[src/rtl/hls_deadlock_monitor_unit.sv]
// Per-process deadlock monitor for an HLS dataflow region: merges upstream dependence
// vectors, declares deadlock after persistent self-dependence, and forwards the report token.
module hls_deadlock_monitor_unit #(
  parameter int PROC_NUM       = 4,
  parameter int PROC_ID        = 0,
  parameter int IN_CHAN_NUM    = 2,
  parameter int OUT_CHAN_NUM   = 3,
  parameter int PERSIST_CYCLES = 4,
  parameter int CNT_W          = 8,
  parameter int TOKEN_RR       = 0
) (
  input  logic                            clock,
  input  logic                            reset,
  input  logic [OUT_CHAN_NUM-1:0]         proc_dep_vld_vec,
  input  logic [IN_CHAN_NUM-1:0]          in_chan_dep_vld_vec,
  input  logic [IN_CHAN_NUM*PROC_NUM-1:0] in_chan_dep_data_vec,
  input  logic [IN_CHAN_NUM-1:0]          token_in_vec,
  input  logic                            dl_detect_in,
  input  logic                            origin,
  input  logic                            token_clear,
  output logic [OUT_CHAN_NUM-1:0]         out_chan_dep_vld_vec,
  output logic [PROC_NUM-1:0]             out_chan_dep_data,
  output logic [OUT_CHAN_NUM-1:0]         token_out_vec,
  output logic                            dl_detect_out,
  output logic                            dl_report_valid,
  output logic [PROC_NUM-1:0]             dl_report_dep,
  output logic [CNT_W-1:0]                dl_stall_cnt,
  output logic [1:0]                      dbg_state
);

  localparam int PTR_W = (OUT_CHAN_NUM > 1) ? $clog2(OUT_CHAN_NUM) : 1;

  typedef enum logic [1:0] {
    IDLE     = 2'd0,
    ARM      = 2'd1,
    DETECTED = 2'd2
  } state_t;

  state_t                  state_q;
  logic [CNT_W-1:0]        cnt_q;
  logic [CNT_W-1:0]        stall_q;
  logic [PROC_NUM-1:0]     dep_reg_q;
  logic [PROC_NUM-1:0]     report_dep_q;
  logic                    report_valid_q;
  logic                    detect_q;
  logic [OUT_CHAN_NUM-1:0] token_q;
  logic [PTR_W-1:0]        rr_ptr_q;

  logic [PROC_NUM-1:0]     merged;
  logic [PROC_NUM-1:0]     dep_sel;
  logic                    gate;
  logic                    any_blk;
  logic                    self_dep;
  logic                    load;
  logic [OUT_CHAN_NUM-1:0] cand;
  logic [PTR_W-1:0]        cand_idx;
  logic                    found;

  always_comb begin
    merged = '0;
    for (int i = 0; i < IN_CHAN_NUM; i++) begin
      merged = merged | ({PROC_NUM{in_chan_dep_vld_vec[i]}} &
                         in_chan_dep_data_vec[i*PROC_NUM +: PROC_NUM]);
    end
  end

  // Upstream vectors are only trusted while no global deadlock is flagged, unless a token arrives.
  assign gate     = ~dl_detect_in | (|token_in_vec);
  assign dep_sel  = gate ? merged : dep_reg_q;
  assign any_blk  = |proc_dep_vld_vec;
  assign self_dep = gate & dep_sel[PROC_ID] & any_blk;
  assign load     = ((|token_in_vec) & ~token_clear) | origin;

  always_comb begin
    cand_idx = '0;
    found    = 1'b0;
    if (TOKEN_RR == 0) begin
      for (int k = 0; k < OUT_CHAN_NUM; k++) begin
        if (proc_dep_vld_vec[k]) cand_idx = PTR_W'(k);
      end
    end else begin
      // Scan starts just after the last grant and wraps, so the last grantee is tried last.
      for (int s = 1; s <= OUT_CHAN_NUM; s++) begin
        if (!found && proc_dep_vld_vec[(int'(rr_ptr_q) + s) % OUT_CHAN_NUM]) begin
          found    = 1'b1;
          cand_idx = PTR_W'((int'(rr_ptr_q) + s) % OUT_CHAN_NUM);
        end
      end
    end
    cand           = '0;
    cand[cand_idx] = 1'b1;
  end

  always_ff @(posedge clock or negedge reset) begin
    if (!reset) begin
      state_q        <= IDLE;
      cnt_q          <= '0;
      stall_q        <= '0;
      dep_reg_q      <= '0;
      report_dep_q   <= '0;
      report_valid_q <= 1'b0;
      detect_q       <= 1'b0;
      token_q        <= '0;
      rr_ptr_q       <= '0;
    end else begin
      dep_reg_q <= any_blk ? dep_sel : '0;

      if (!any_blk) stall_q <= '0;
      else if (stall_q != {CNT_W{1'b1}}) stall_q <= stall_q + 1'b1;

      if (load) begin
        token_q  <= cand;
        rr_ptr_q <= cand_idx;
      end else begin
        token_q  <= '0;
      end

      if (token_clear) begin
        state_q        <= IDLE;
        cnt_q          <= '0;
        report_valid_q <= 1'b0;
        detect_q       <= 1'b0;
      end else begin
        case (state_q)
          IDLE: begin
            if (self_dep) begin
              if (PERSIST_CYCLES == 1) begin
                state_q        <= DETECTED;
                detect_q       <= 1'b1;
                report_dep_q   <= dep_sel;
                report_valid_q <= 1'b1;
              end else begin
                state_q <= ARM;
                cnt_q   <= CNT_W'(1);
              end
            end
          end
          ARM: begin
            if (!self_dep) begin
              state_q <= IDLE;
              cnt_q   <= '0;
            end else if (cnt_q + 1'b1 == CNT_W'(PERSIST_CYCLES)) begin
              state_q        <= DETECTED;
              detect_q       <= 1'b1;
              report_dep_q   <= dep_sel;
              report_valid_q <= 1'b1;
            end else begin
              cnt_q <= cnt_q + 1'b1;
            end
          end
          DETECTED: begin
            state_q <= DETECTED;
          end
          default: begin
            state_q <= IDLE;
            cnt_q   <= '0;
          end
        endcase
      end
    end
  end

  assign out_chan_dep_vld_vec = proc_dep_vld_vec;
  assign out_chan_dep_data    = dep_reg_q | (PROC_NUM'(1) << PROC_ID);
  assign token_out_vec        = token_q;
  assign dl_detect_out        = detect_q;
  assign dl_report_valid      = report_valid_q;
  assign dl_report_dep        = report_dep_q;
  assign dl_stall_cnt         = stall_q;
  assign dbg_state            = state_q;

endmodule

[config.mk]
export PLATFORM = sky130hd
export DESIGN_NAME = hls_deadlock_monitor_unit
export DESIGN_NICKNAME = d
export VERILOG_FILES = /design/src/rtl/hls_deadlock_monitor_unit.sv
export SDC_FILE = /design/constraint.sdc
export NUM_CORES = 1
export LEC_CHECK = 0
export ABC_AREA = 1
export BUFFER_PORTS_ARGS = -buffer_cell sky130_fd_sc_hd__buf_2
export CELL_PAD_IN_SITES_DETAIL_PLACEMENT = 0
export CELL_PAD_IN_SITES_GLOBAL_PLACEMENT = 2
export CORE_MARGIN = 2
export CORE_UTILIZATION = 29
export CTS_CLUSTER_DIAMETER = 150
export DETAILED_ROUTE_END_ITERATION = 12
export PLACE_DENSITY = 0.81
export SLEW_MARGIN = 20
export SYNTH_ARGS = -nofsm -noshare
export SYNTH_HDL_FRONTEND = slang
export SYNTH_SLANG_ARGS = --single-unit
[constraint.sdc]
create_clock -name clock -period 2.3 [get_ports clock]
set_clock_uncertainty 0.1 [all_clocks]
set_input_delay 0.23 -clock clock [delete_from_list [all_inputs] [get_ports clock]]
set_output_delay 0.23 -clock clock [all_outputs]
set_load 0.01 [all_outputs]
# [Yosys cells after proc, flatten, opt, wreduce, memory -nomap -nowiden]
# Cells that the tools add are included.
[classes] n_addsub=2 order_cmp=2 n_eq_ne=9 muxes=23 n_bitwise=10 n_reduce_logical=11
[ops] op="$mux 8" count=6
[ops] op="$pmux 8 s3" count=1
[ops] op="$add 8x1->8 const B" count=2
[ops] op="$mux 2" count=5
[ops] op="$and 4x4->4" count=2
[ops] op="$eq 8x3->1 const B" count=1
[ops] op="$mux 4" count=2
[ops] op="$ne 4x4->1 const B" count=2
[ops] op="$ne 8x8->1 const B" count=1
[ops] op="$mux 1" count=6
[ops] op="$pmux 2 s3" count=1
[ops] op="$reduce_and 3->1" count=2
[ops] op="$reduce_bool 2->1" count=3
[ops] op="$or 4x4->4" count=1
[ops] op="$reduce_and 4->1" count=1
[ops] op="$and 1x1->1" count=3
[ops] op="$lt 2x3->1 const B" count=1
[ops] op="$mux 3" count=1
[ops] op="$ne 3x3->1 const B" count=1
[ops] op="$reduce_or 3->1" count=1
[ops] op="$demux 1 s2" count=1
[ops] op="$eq 2x1->1 const B" count=1
[ops] op="$eq 2x2->1 const B" count=1
[ops] op="$ge 2x1->1 const B" count=1
[ops] op="other kinds (8)" count=10
[totals] register_bits=30 input_bits=20 out_inout_bits=26 elab_cells=64

# [Longest topological paths before layout]
[logic_depth] word_depth=8 mapped_depth=11 mapped_depth_nobuf=11

# [Worst setup path after synthesis]
# Ideal clock, no wire load.
[synth_path] path_type="reg2reg" start="reg cnt_q[0]" end="reg cnt_q[5]" setup_time_ns=0.117 t_arrival_ns=1.449 t_required_ns=2.083 path_slack_ns=0.634 path_stages_with_launch=12 n_path_buf=0 synth_period_minus_slack_ns=1.666 cell_sequence="dfrtp_1 ha_1 nand2_1 inv_1 nor2_2 nand3_1 nor2_4 nand3_2 nand2_1 inv_2 nand2_1 nand2_1"
[synth_via] elab_chain_len=5 word_cells_on_any_way=8 classes_between="add/sub (1); eq/ne (2); mux (4); reduce/logical (1)"
[synth_lines] item="start: declaration" line="40" source="logic [CNT_W-1:0] cnt_q;"
[synth_lines] item="start signal: assignment" line="148" source="cnt_q <= cnt_q + 1'b1;"
[synth_lines] item="$add 8x1->8 (*)" line="142, 148"
[synth_lines] item="branches (longest 4 deep; another with $eq 8x3->1)"
# Mark *: on every way between the ends. The select of a mux whose other input is x is not followed.
# A chain may end at the register's enable or synchronous reset.

# [Worst setup path after layout]
[layout_path] start="reg cnt_q[0]" end="reg cnt_q[1]"
# Same word-level chain as after synthesis.

==> out/metrics.csv <==
metric;value;unit
post_cts.repair.setup_buffers;0;
syn_area;1610;um^2
finalInstanceArea;1990;um^2
yosys_warnings;0;
ys_seq_area_share;45.0;%
die-area;6170;um^2
start_kind;register;
cts_root_buf;clkbuf_8;
r2r_cells;10;
critPathRequiredTime;2.41;ns
globalplace.congestion;0.778;
yosys_register_bits;29;
setup_viol;0;
hold_violations;0;
grt_pass1_wl;6.46;mm
cts_tree;done;
syn_avg_cell_area;7.90;um^2
setup_ws;0.432;ns
r2r_end;cnt_q[1];
antenna_found_initial;0;
endpoint;cnt_q[1];
die-width;78.5;um
grt_max_degree;30;
first_global_vias;1448;
startpoint;cnt_q[0];
ff2ff_setup_slack;0.43;ns
crit_fanout;10;
critical_path_class;reg2reg;
worstPathArrival;1.98;ns
r2r-start;cnt_q[0];
drt_iter0_markers;50;
slew_headroom;54.4;%
cts_resized;0;
grt_usage;13.3;%
drc_errors;0;
yosys.cell_types.count;26;
p_comb_share;18.3;%
portBuffers;44;
clk_latency;0.28;ns
ir_drop;395;uV
drv_cap;0;
hp-start;proc_dep_vld_vec[2];
drive_gt1_share;26.5;%
postCtsHoldBufs;1;
overflow;0;
area_growth;23.4;%
endpoint_kind;register;
htree_levels;2;
p_sw;0.413;mW
initial_utilization;29.6;%
tightestPinTransition;0.683;ns
clkPwrFrac;38.1;%
syn-instance-count;204;
seq_power_share;43.5;%
io_pins;46;
drt_wl_total;3.64;mm
cts_buffers;5;
rsz0062_at_grt;no;
num_vias;1403;
fmax;535;MHz
dr.pass1.iters;4;
row_count;27;
dpl_worst_slack;0.437;ns
power-per-cell-area;724;nW/um^2
p_sw_share;28.6;%
outcome;complete, no violations;
dieHeight;78.5;um
leakage;1.09;nW
num-nets-final;271;
viasPerCell;4.37;
placed_area;1860;um^2
min_period;1.87;ns
fin_tns_setup;0;ns
worstHoldPathType;in2reg;
wire_per_inst;11.3;um
core_region_area;5440;um^2
antennaDiodeCount;0;
cts_sinks;29;
clk_path_buf_depth;2;
ant_nets;0;
synthesis.nets;227;
post-dp-hpwl;2.77;mm
intPower;1.03;mW
period_share;81.2;%
slew_violations;0;
clk_pin_slew;0.06;ns
synthesized netlist by cell type:
master     number  area share [%]
nand3_2         3             1.9
a211oi_1        2            0.93
xor2_1          2             1.1
nor2_8          1             1.2
nand3_1        17             5.3
nand2_1        61              14
o2bb2ai_1       1            0.54
inv_1          22             5.1
nand4_1         4             1.6
nor2_2          2            0.78
buf_4           8             3.7
nor2_1         17             4.0
dfrtp_1        29              45
nand2_4         1            0.70
nor2_4          2             1.4
nand2_2         3             1.2
nand4_4         1             1.3
a21oi_1         6             1.9
a31oi_1         1            0.39
o21bai_1        1            0.47
o21ai_1         4             1.2
inv_2           2            0.47
ha_1            3             2.3
o21ai_0         7             2.2
conb_1          1            0.23
nor3_1          3            0.93
kinds of logic after synthesis:
family	count (synthesis)	share of synthesized area, %
adders and majority gates	3	2.33
AOI/OAI and AO/OA	22	7.61
and+or+nand+nor	115	34.4
buffers and inverters	32	9.32
other	1	0.233
DFF	29	45.0
xor gates and xnor gates	2	1.09
worst max-delay path, cell delays in order, from the launching register on:
cell,delay [ns]
dfrtp_1,0.43
ha_1,0.25
nand2_1,0.09
inv_1,0.06
nor2_2,0.11
nand3_1,0.13
nor2_4,0.14
nand4_4,0.21
nand2_4,0.17
nand2_1,0.06
nand2_1,0.06
power groups by stage:
stage                     clock network (mW)  registers (mW)  logic [mW]
after floorplan                            0           0.647       0.148
after global placement                     0           0.634       0.270
after detailed placement                   0           0.636       0.270
after CTS                              0.572           0.627       0.271
after global routing                   0.590           0.637       0.300
final                                  0.549           0.627       0.264
worst min path at each step:
stage          cells after the start               end
4_1_cts                            2  token_out_vec[0]
5_1_grt                            2  token_out_vec[0]
3_3_place_gp                       1  dl_report_dep[0]
3_5_place_dp                       1  dl_report_dep[0]
2_1_floorplan                      0          cnt_q[0]
6_report                           2  token_out_vec[0]
cell usage in the layout, fill, tap and decap left out, drive strengths merged:
| cell | count |
|---|---|
| nand2 | 65 |
| buf | 44 |
| dfrtp | 29 |
| inv | 24 |
| nor2 | 22 |
| nand3 | 20 |
| o21ai | 11 |
| clkbuf | 7 |
| a21oi | 6 |
| nand4 | 5 |
| nor3 | 3 |
| ha | 3 |
| a211oi | 2 |
| xor2 | 2 |
| o2bb2ai | 1 |
| a31oi | 1 |
| o21bai | 1 |
| conb | 1 |
| bufinv | 1 |
| dlygate4sd3 | 1 |
metal layers:
| layer | track usage [%] | share of wire, % | vias up |
|---|---|---|---|
| met3 | 3.56 | 4.9 | 5 |
| met4 | 4.74 | 1.2 | 0 |
| met1 | 16.1 | 46 | 629 |
| li1 | - | - | 738 |
| met5 | 0 | 0 | - |
| met2 | 22.8 | 47 | 31 |
metrics by stage:
| step | total power [mW] | std cells | utilization [%] | hold WS, ns |
|---|---|---|---|---|
| detailed placement | 0.906 | 312 | 34.2 | 0.214 |
| global route | 1.53 | 321 | 36.6 | 0.0292 |
| floorplan | 0.794 | 204 | - | -0.166 |
| finish | 1.44 | 321 | 36.6 | 0.0363 |
| global placement | 0.904 | 312 | 34.2 | 0.214 |
| CTS | 1.47 | 321 | 36.6 | 0.0233 |
cell type report:
cell class | count | area (um^2)
clock buffers | 7 | 86.3
clock inverters | 1 | 30.0
fillers | 596 | 3450
inverters | 24 | 90.1
multi-input cells | 143 | 736
flip-flops and latches | 29 | 726
well taps | 72 | 90.1
repair buffers | 45 | 230
sequential cells by signal, indices dropped and copies added (netlist names):
register and flops:
cnt_q 8, dl_stall_cnt 8, dl_report_dep 4, dep_reg_q 3
token_out_vec 3, dbg_state 2, dl_detect_out 1
(Power assumes the default switching activity.)
